$ cat src/rtl/rvvidepacketizer.sv
// RVVI-over-Ethernet receive depacketizer: filters MAC/ethertype header and reassembles one trace record per frame.
// Optional sequence-gap detection is enabled by defining RVVI_SEQ_CHECK_EN.
//
// state | meaning
// HDR0  | expect dst[31:0]
// HDR1  | expect {src[15:0], dst[47:32]}
// HDR2  | expect src[47:16]
// HDR3  | expect {seq, ethertype}
// PAY   | collecting payload words into staging
// DROP  | discarding beats until tlast
// HOLD  | complete record parked in staging while the output is still occupied
module rvvidepacketizer #(
    parameter int          RVVI_WIDTH = 792,
    parameter logic [47:0] DST_MAC    = 48'h4502_1111_6843,
    parameter logic [15:0] ETH_TYPE   = 16'h005c,
    parameter bit          MAC_FILTER = 1'b1
) (
    input  logic                  m_axi_aclk,
    input  logic                  m_axi_aresetn,
    input  logic [31:0]           RvviAxiRdata,
    input  logic [3:0]            RvviAxiRstrb,
    input  logic                  RvviAxiRvalid,
    input  logic                  RvviAxiRlast,
    output logic                  RvviAxiRready,
    output logic [RVVI_WIDTH-1:0] rvvi,
    output logic                  valid,
    input  logic                  ready,
    output logic [15:0]           FrameCnt,
    output logic [15:0]           DropCnt,
    output logic [15:0]           ErrCnt,
    output logic                  SeqErr
);
    localparam int NW    = (RVVI_WIDTH + 31) / 32;
    localparam int IDX_W = ($clog2(NW) + 1 < 5) ? 5 : $clog2(NW) + 1;

    typedef enum logic [2:0] {S_HDR0, S_HDR1, S_HDR2, S_HDR3, S_PAY, S_DROP, S_HOLD} state_t;

    state_t             state, state_nxt;
    logic [IDX_W-1:0]   idx;
    logic [NW*32-1:0]   staging, staging_nxt;
    logic               out_en;
    logic               beat;
    logic               load, hold_xfer, stage_we, idx_clr, idx_inc, seq_cap;
    logic               inc_frame, inc_drop, inc_err;
    logic               unused_bits;

    // tkeep is ignored: full words are assumed. The staging pad above RVVI_WIDTH never reaches rvvi.
    assign unused_bits   = ^{RvviAxiRstrb, staging[NW*32-1 -: 32]};
    assign RvviAxiRready = out_en && (state != S_HOLD);
    assign beat          = RvviAxiRvalid && RvviAxiRready;

    always_comb begin
        staging_nxt = staging;
        for (int w = 0; w < NW; w++)
            if (idx == IDX_W'(w)) staging_nxt[w*32 +: 32] = RvviAxiRdata;
    end

    always_comb begin
        state_nxt = state;
        load      = 1'b0;
        hold_xfer = 1'b0;
        stage_we  = 1'b0;
        idx_clr   = 1'b0;
        idx_inc   = 1'b0;
        seq_cap   = 1'b0;
        inc_frame = 1'b0;
        inc_drop  = 1'b0;
        inc_err   = 1'b0;
        case (state)
            S_HDR0, S_HDR1, S_HDR2: if (beat) begin
                if (RvviAxiRlast) begin
                    state_nxt = S_HDR0;
                    inc_err   = 1'b1;
                end else if (MAC_FILTER &&
                             ((state == S_HDR0 && RvviAxiRdata != DST_MAC[31:0]) ||
                              (state == S_HDR1 && RvviAxiRdata[15:0] != DST_MAC[47:32]))) begin
                    state_nxt = S_DROP;
                    inc_drop  = 1'b1;
                end else begin
                    state_nxt = (state == S_HDR0) ? S_HDR1 : (state == S_HDR1) ? S_HDR2 : S_HDR3;
                end
            end
            S_HDR3: if (beat) begin
                if (RvviAxiRlast) begin
                    state_nxt = S_HDR0;
                    inc_err   = 1'b1;
                end else if (RvviAxiRdata[15:0] != ETH_TYPE) begin
                    state_nxt = S_DROP;
                    inc_drop  = 1'b1;
                end else begin
                    state_nxt = S_PAY;
                    idx_clr   = 1'b1;
                    seq_cap   = 1'b1;
                end
            end
            S_PAY: if (beat) begin
                stage_we = 1'b1;
                if (idx == IDX_W'(NW - 1)) begin
                    if (RvviAxiRlast) begin
                        inc_frame = 1'b1;
                        if (valid && !ready) begin
                            state_nxt = S_HOLD;
                        end else begin
                            load      = 1'b1;
                            state_nxt = S_HDR0;
                        end
                    end else begin
                        state_nxt = S_DROP;
                        inc_err   = 1'b1;
                    end
                end else if (RvviAxiRlast) begin
                    state_nxt = S_HDR0;
                    inc_err   = 1'b1;
                end else begin
                    idx_inc = 1'b1;
                end
            end
            S_DROP: if (beat && RvviAxiRlast) state_nxt = S_HDR0;
            S_HOLD: if (ready) begin
                hold_xfer = 1'b1;
                state_nxt = S_HDR0;
            end
            default: state_nxt = S_HDR0;
        endcase
    end

    always_ff @(posedge m_axi_aclk or negedge m_axi_aresetn) begin
        if (!m_axi_aresetn) begin
            state    <= S_HDR0;
            out_en   <= 1'b0;
            idx      <= '0;
            staging  <= '0;
            rvvi     <= '0;
            valid    <= 1'b0;
            FrameCnt <= '0;
            DropCnt  <= '0;
            ErrCnt   <= '0;
        end else begin
            state  <= state_nxt;
            out_en <= 1'b1;
            if (idx_clr)      idx <= '0;
            else if (idx_inc) idx <= idx + 1'b1;
            if (stage_we) staging <= staging_nxt;
            if (load)           rvvi <= staging_nxt[RVVI_WIDTH-1:0];
            else if (hold_xfer) rvvi <= staging[RVVI_WIDTH-1:0];
            if (load || hold_xfer) valid <= 1'b1;
            else if (ready)        valid <= 1'b0;
            if (inc_frame && FrameCnt != 16'hFFFF) FrameCnt <= FrameCnt + 16'd1;
            if (inc_drop && DropCnt != 16'hFFFF)   DropCnt  <= DropCnt + 16'd1;
            if (inc_err && ErrCnt != 16'hFFFF)     ErrCnt   <= ErrCnt + 16'd1;
        end
    end

`ifdef RVVI_SEQ_CHECK_EN
    logic [15:0] seq_cur, seq_last;
    logic        seq_seen;

    // Compared at frame completion; the first frame after reset only seeds seq_last.
    always_ff @(posedge m_axi_aclk or negedge m_axi_aresetn) begin
        if (!m_axi_aresetn) begin
            seq_cur  <= '0;
            seq_last <= '0;
            seq_seen <= 1'b0;
            SeqErr   <= 1'b0;
        end else begin
            SeqErr <= 1'b0;
            if (seq_cap) seq_cur <= RvviAxiRdata[31:16];
            if (inc_frame) begin
                if (seq_seen && seq_cur != seq_last + 16'd1) SeqErr <= 1'b1;
                seq_last <= seq_cur;
                seq_seen <= 1'b1;
            end
        end
    end
`else
    logic unused_seq;
    assign unused_seq = seq_cap;
    assign SeqErr     = 1'b0;
`endif

endmodule

$ cat config.mk
export PLATFORM = sky130hd
export DESIGN_NAME = rvvidepacketizer
export DESIGN_NICKNAME = d
export VERILOG_FILES = /design/src/rtl/rvvidepacketizer.sv
export SDC_FILE = /design/constraint.sdc
export NUM_CORES = 2
export LEC_CHECK = 0
export ABC_CLOCK_PERIOD_IN_PS = 3600
export BUFFER_PORTS_ARGS = -buffer_cell sky130_fd_sc_hd__buf_2
export CAP_MARGIN = 10
export CORE_MARGIN = 8
export CORE_UTILIZATION = 57
export CTS_CLUSTER_DIAMETER = 50
export CTS_CLUSTER_SIZE = 40
export DETAILED_ROUTE_END_ITERATION = 8
export PLACE_DENSITY_LB_ADDON = 0.2
export SETUP_SLACK_MARGIN = 0.3
export SYNTH_ARGS = -nofsm -noshare
export SYNTH_HDL_FRONTEND = slang
export SYNTH_SLANG_ARGS = --single-unit
$ cat constraint.sdc
create_clock -name m_axi_aclk -period 3.6 [get_ports m_axi_aclk]
set_input_delay 0.36 -clock m_axi_aclk [delete_from_list [all_inputs] [get_ports m_axi_aclk]]
set_output_delay 0.36 -clock m_axi_aclk [all_outputs]
set_load 0.01 [all_outputs]
==> metrics <==
Worst Clk Skew=0.04590 ns; Max transition margin=0.3126; total power draw=about 37000 uW; LEAKAGE=0.04091 uW; Clock Power Share=0.404; Fin Setup TNS=0 ns; area of the core=about 110000 sq um; top-area cell type share of the netlist area=0.6615; # port buffers=878; die height=346.2 um; GRT Overall Usage=0.2838; Cells on Worst Hold Path=3; part of the power in registers=0.529; TritonRoute pass-1 iters=5; 1st-iter DRT viols=2119; crit path to=FrameCnt[15]; endpoints failing setup=0; vias in the first global route=37560; IO Pins=884; VDD IR max=roughly 400 uV; post-synthesis cell area=62150 sq um; Cell Pwr Density=approximately 510 nW/um^2; Cell Rows=121; #FFs+latches synth=1643; layout cells sized above 1=0.5750; Syn Nets=3863; critical path startpoint category=register; antenna-violating nets left=0; final number of hold-violating endpoints=0; R2R depth=12; DRC viols=0; reg2reg setup slack=approximately 0.62 ns; Logic pwr share=0.066; dpl hpwl=116.9 mm; synth top area cells=dfrtp_1 (66%), mux2_2 (27%), mux2_1 (1.4%), buf_2 (1.1%), clkbuf_1 (0.66%); Max clock buf depth=3; Final Critical Period=2.985 ns; part of the cycle the worst path needs=0.8291; routability cong.=0.8211; worst reg2reg endpoint=FrameCnt[15]; area delta synth->final=17.86%; WP data required=4.22 ns; fmax=0.3350 GHz; Seq/Total Area, Yosys=0.6615; Synth Warn #=0; ys async rst share=1.000; global-route wire length before repair=253.8 mm; DR vias=approximately 36000; Worst setup EP type=register; Yosys top cell by area=dfrtp_1; Non-Filler Instances=between 6000 and 7000; actual slew at the worst max-slew pin=1.027 ns; wire per inst=around 28 um; Initial Util=0.5726; Worst EP arrival=3.60 ns; Avg Inst Size Synth=16.30 sq um; top fanout value on the critical path=7; CTS tree=built; Final #Nets=~4800; number of synthesized flops with an enable pin=0; Worst Setup SP=idx[0]; max-cap violations=0; initial antenna violation count=22; Die X-Extent=approximately 350 um; WL final=172.7 mm; top_reg_cell synth=dfrtp_1; clock root buffer=clkbuf_16; Placed Area=68660 sq um; CTS H-Tree Depth=4; Pint=28300 uW; Placed Cells=approximately 6000; Final Slew Violations=0; largest net degree at the start of global routing=129; RSZ-0062 raised after global routing=no; Congestion Overflow GR=0; status=completed; switch share=0.2433; Sink Count=1643; DIE AREA=119900 sq um; Via density=5.770; synth unique cells=52; Worst Hold Class=primary input to register; FF-to-FF Start=idx[0]; total net switching power=9097 uW; number of CTS-inserted buffers=135; worst skew pair latency=approximately 0.75 ns; WS Path Type=register to register; final core occ=0.6749; hold path startpoint=RvviAxiRdata[22]; Mapped Cells=3812; Clk pin slew, worst setup/hold paths=0.07 ns; fin area=73260 sq um
cells by family after synthesis:
kind of cell,after synthesis,synth area share
compound gates,47,0.004630
xor+xnor,49,0.006905
fa+ha+maj,10,0.002013
buf+inv,269,0.01918
flops,1643,0.6615
mux,1585,0.2868
other cells,2,0.0001208
simple gates,207,0.01890
critical path: stages, from the launching register on:
cell and delay [ns]:
dfrtp_1 0.44, inv_1 0.11, ha_1 0.27, and3b_1 0.26
nand3b_2 0.23, inv_1 0.14, ha_1 0.15, nand4b_1 0.09
buf_4 0.21, a2111oi_1 0.48, and2_1 0.25, nand3_1 0.10
xnor2_1 0.13
per-layer routing:
| layer | GRT usage | vias up | share of wire |
|---|---|---|---|
| li1 | - | 15210 | - |
| met1 | 0.3517 | 19240 | 0.40 |
| met2 | 0.4614 | 1094 | 0.48 |
| met3 | 0.08117 | 337 | 0.071 |
| met4 | 0.1360 | 16 | 0.054 |
| met5 | 0 | - | 0.00062 |
power groups by stage:
stage,Combinational [uW],Clock (uW),Sequential (uW)
CTS,2530,15400,19800
global route,2700,16100,19900
detailed placement,2520,0,20100
floorplan,1250,0,20100
finish,2480,15100,19800
global placement,2450,0,20100
what timing repair did:
action | 4_1_cts | 5_1_grt
endpoints found under the hold margin | 67 | 0
buffers inserted | 0 | 0
hold buffers | 3 | 0
setup endpoints to repair | 0 | 4
resized for setup | 0 | 1
registers in the layout (all words and copies together), names as in the netlist:
register  count
DropCnt      16
ErrCnt       16
FrameCnt     16
idx           6
out_en        1
rvvi        792
staging     792
state         3
valid         1
cells in the mapped netlist (2+ instances only):
library cell	instances
a21oi_1	5
a22oi_1	4
a31oi_1	4
and2_1	7
and3_1	20
and3b_1	5
and4_1	8
and4b_1	2
buf_1	15
buf_2	131
buf_4	5
clkbuf_1	109
conb_1	2
dfrtp_1	1643
ha_1	10
inv_1	9
mux2_1	79
mux2_2	1486
mux2i_1	20
nand2_1	41
nand3_1	54
nand4_1	23
nand4b_1	2
nor2_1	17
nor2b_1	3
nor3_1	8
nor3b_4	2
nor4_1	4
nor4bb_1	2
o21ai_0	22
o22ai_1	2
xnor2_1	39
xor2_1	10
layout by cell type, fill, tap and decap left out, types with 12 or more instances in the layout:
master and instances:
and3_1 20, buf_12 33, buf_2 877, buf_4 97, clkbuf_16 139, clkinv_2 12
clkinv_4 19, clkinvlp_4 12, dfrtp_1 1643, inv_6 20, mux2_1 79, mux2_2 1486
mux2i_1 20, nand2_1 34, nand3_1 42, nand3_2 12, nand4_1 23, nor2_1 12
o21ai_0 22, xnor2_1 39
cell type report:
| cell class | instances | area [sq um] |
|---|---|---|
| flip-flops and latches | 1643 | 41110 |
| fillers | 7701 | 35290 |
| multi-input cells | 1900 | 19970 |
| repair buffers | 1010 | 5808 |
| clock buffers | 152 | 3597 |
| well taps | 1414 | 1769 |
| clock inverters | 88 | 948.4 |
| inverters | 9 | 33.78 |
| diodes | 6 | 15.01 |
how the worst min path moves through the flow:
| stage | end | slack (ns) |
|---|---|---|
| 6_report | rvvi[790] | 0.06 |
| 3_5_place_dp | staging[92] | 0.43 |
| 5_1_grt | rvvi[790] | 0.05 |
| 2_1_floorplan | DropCnt[0] | 0.06 |
| 4_1_cts | rvvi[790] | 0.002 |
| 3_3_place_gp | rvvi[92] | 0.42 |
metrics by stage:
| stage | hold WS, ns | setup slack, ns |
|---|---|---|
| 6_report | 0.06500 | 0.6153 |
| 5_1_grt | 0.05380 | 0.3545 |
| 4_1_cts | 0.001603 | 0.4768 |
| 3_5_place_dp | 0.4288 | 0.4516 |
| 3_3_place_gp | 0.4227 | 0.4808 |
| 2_1_floorplan | 0.06441 | 0.6703 |
(Power assumes the default switching activity.)
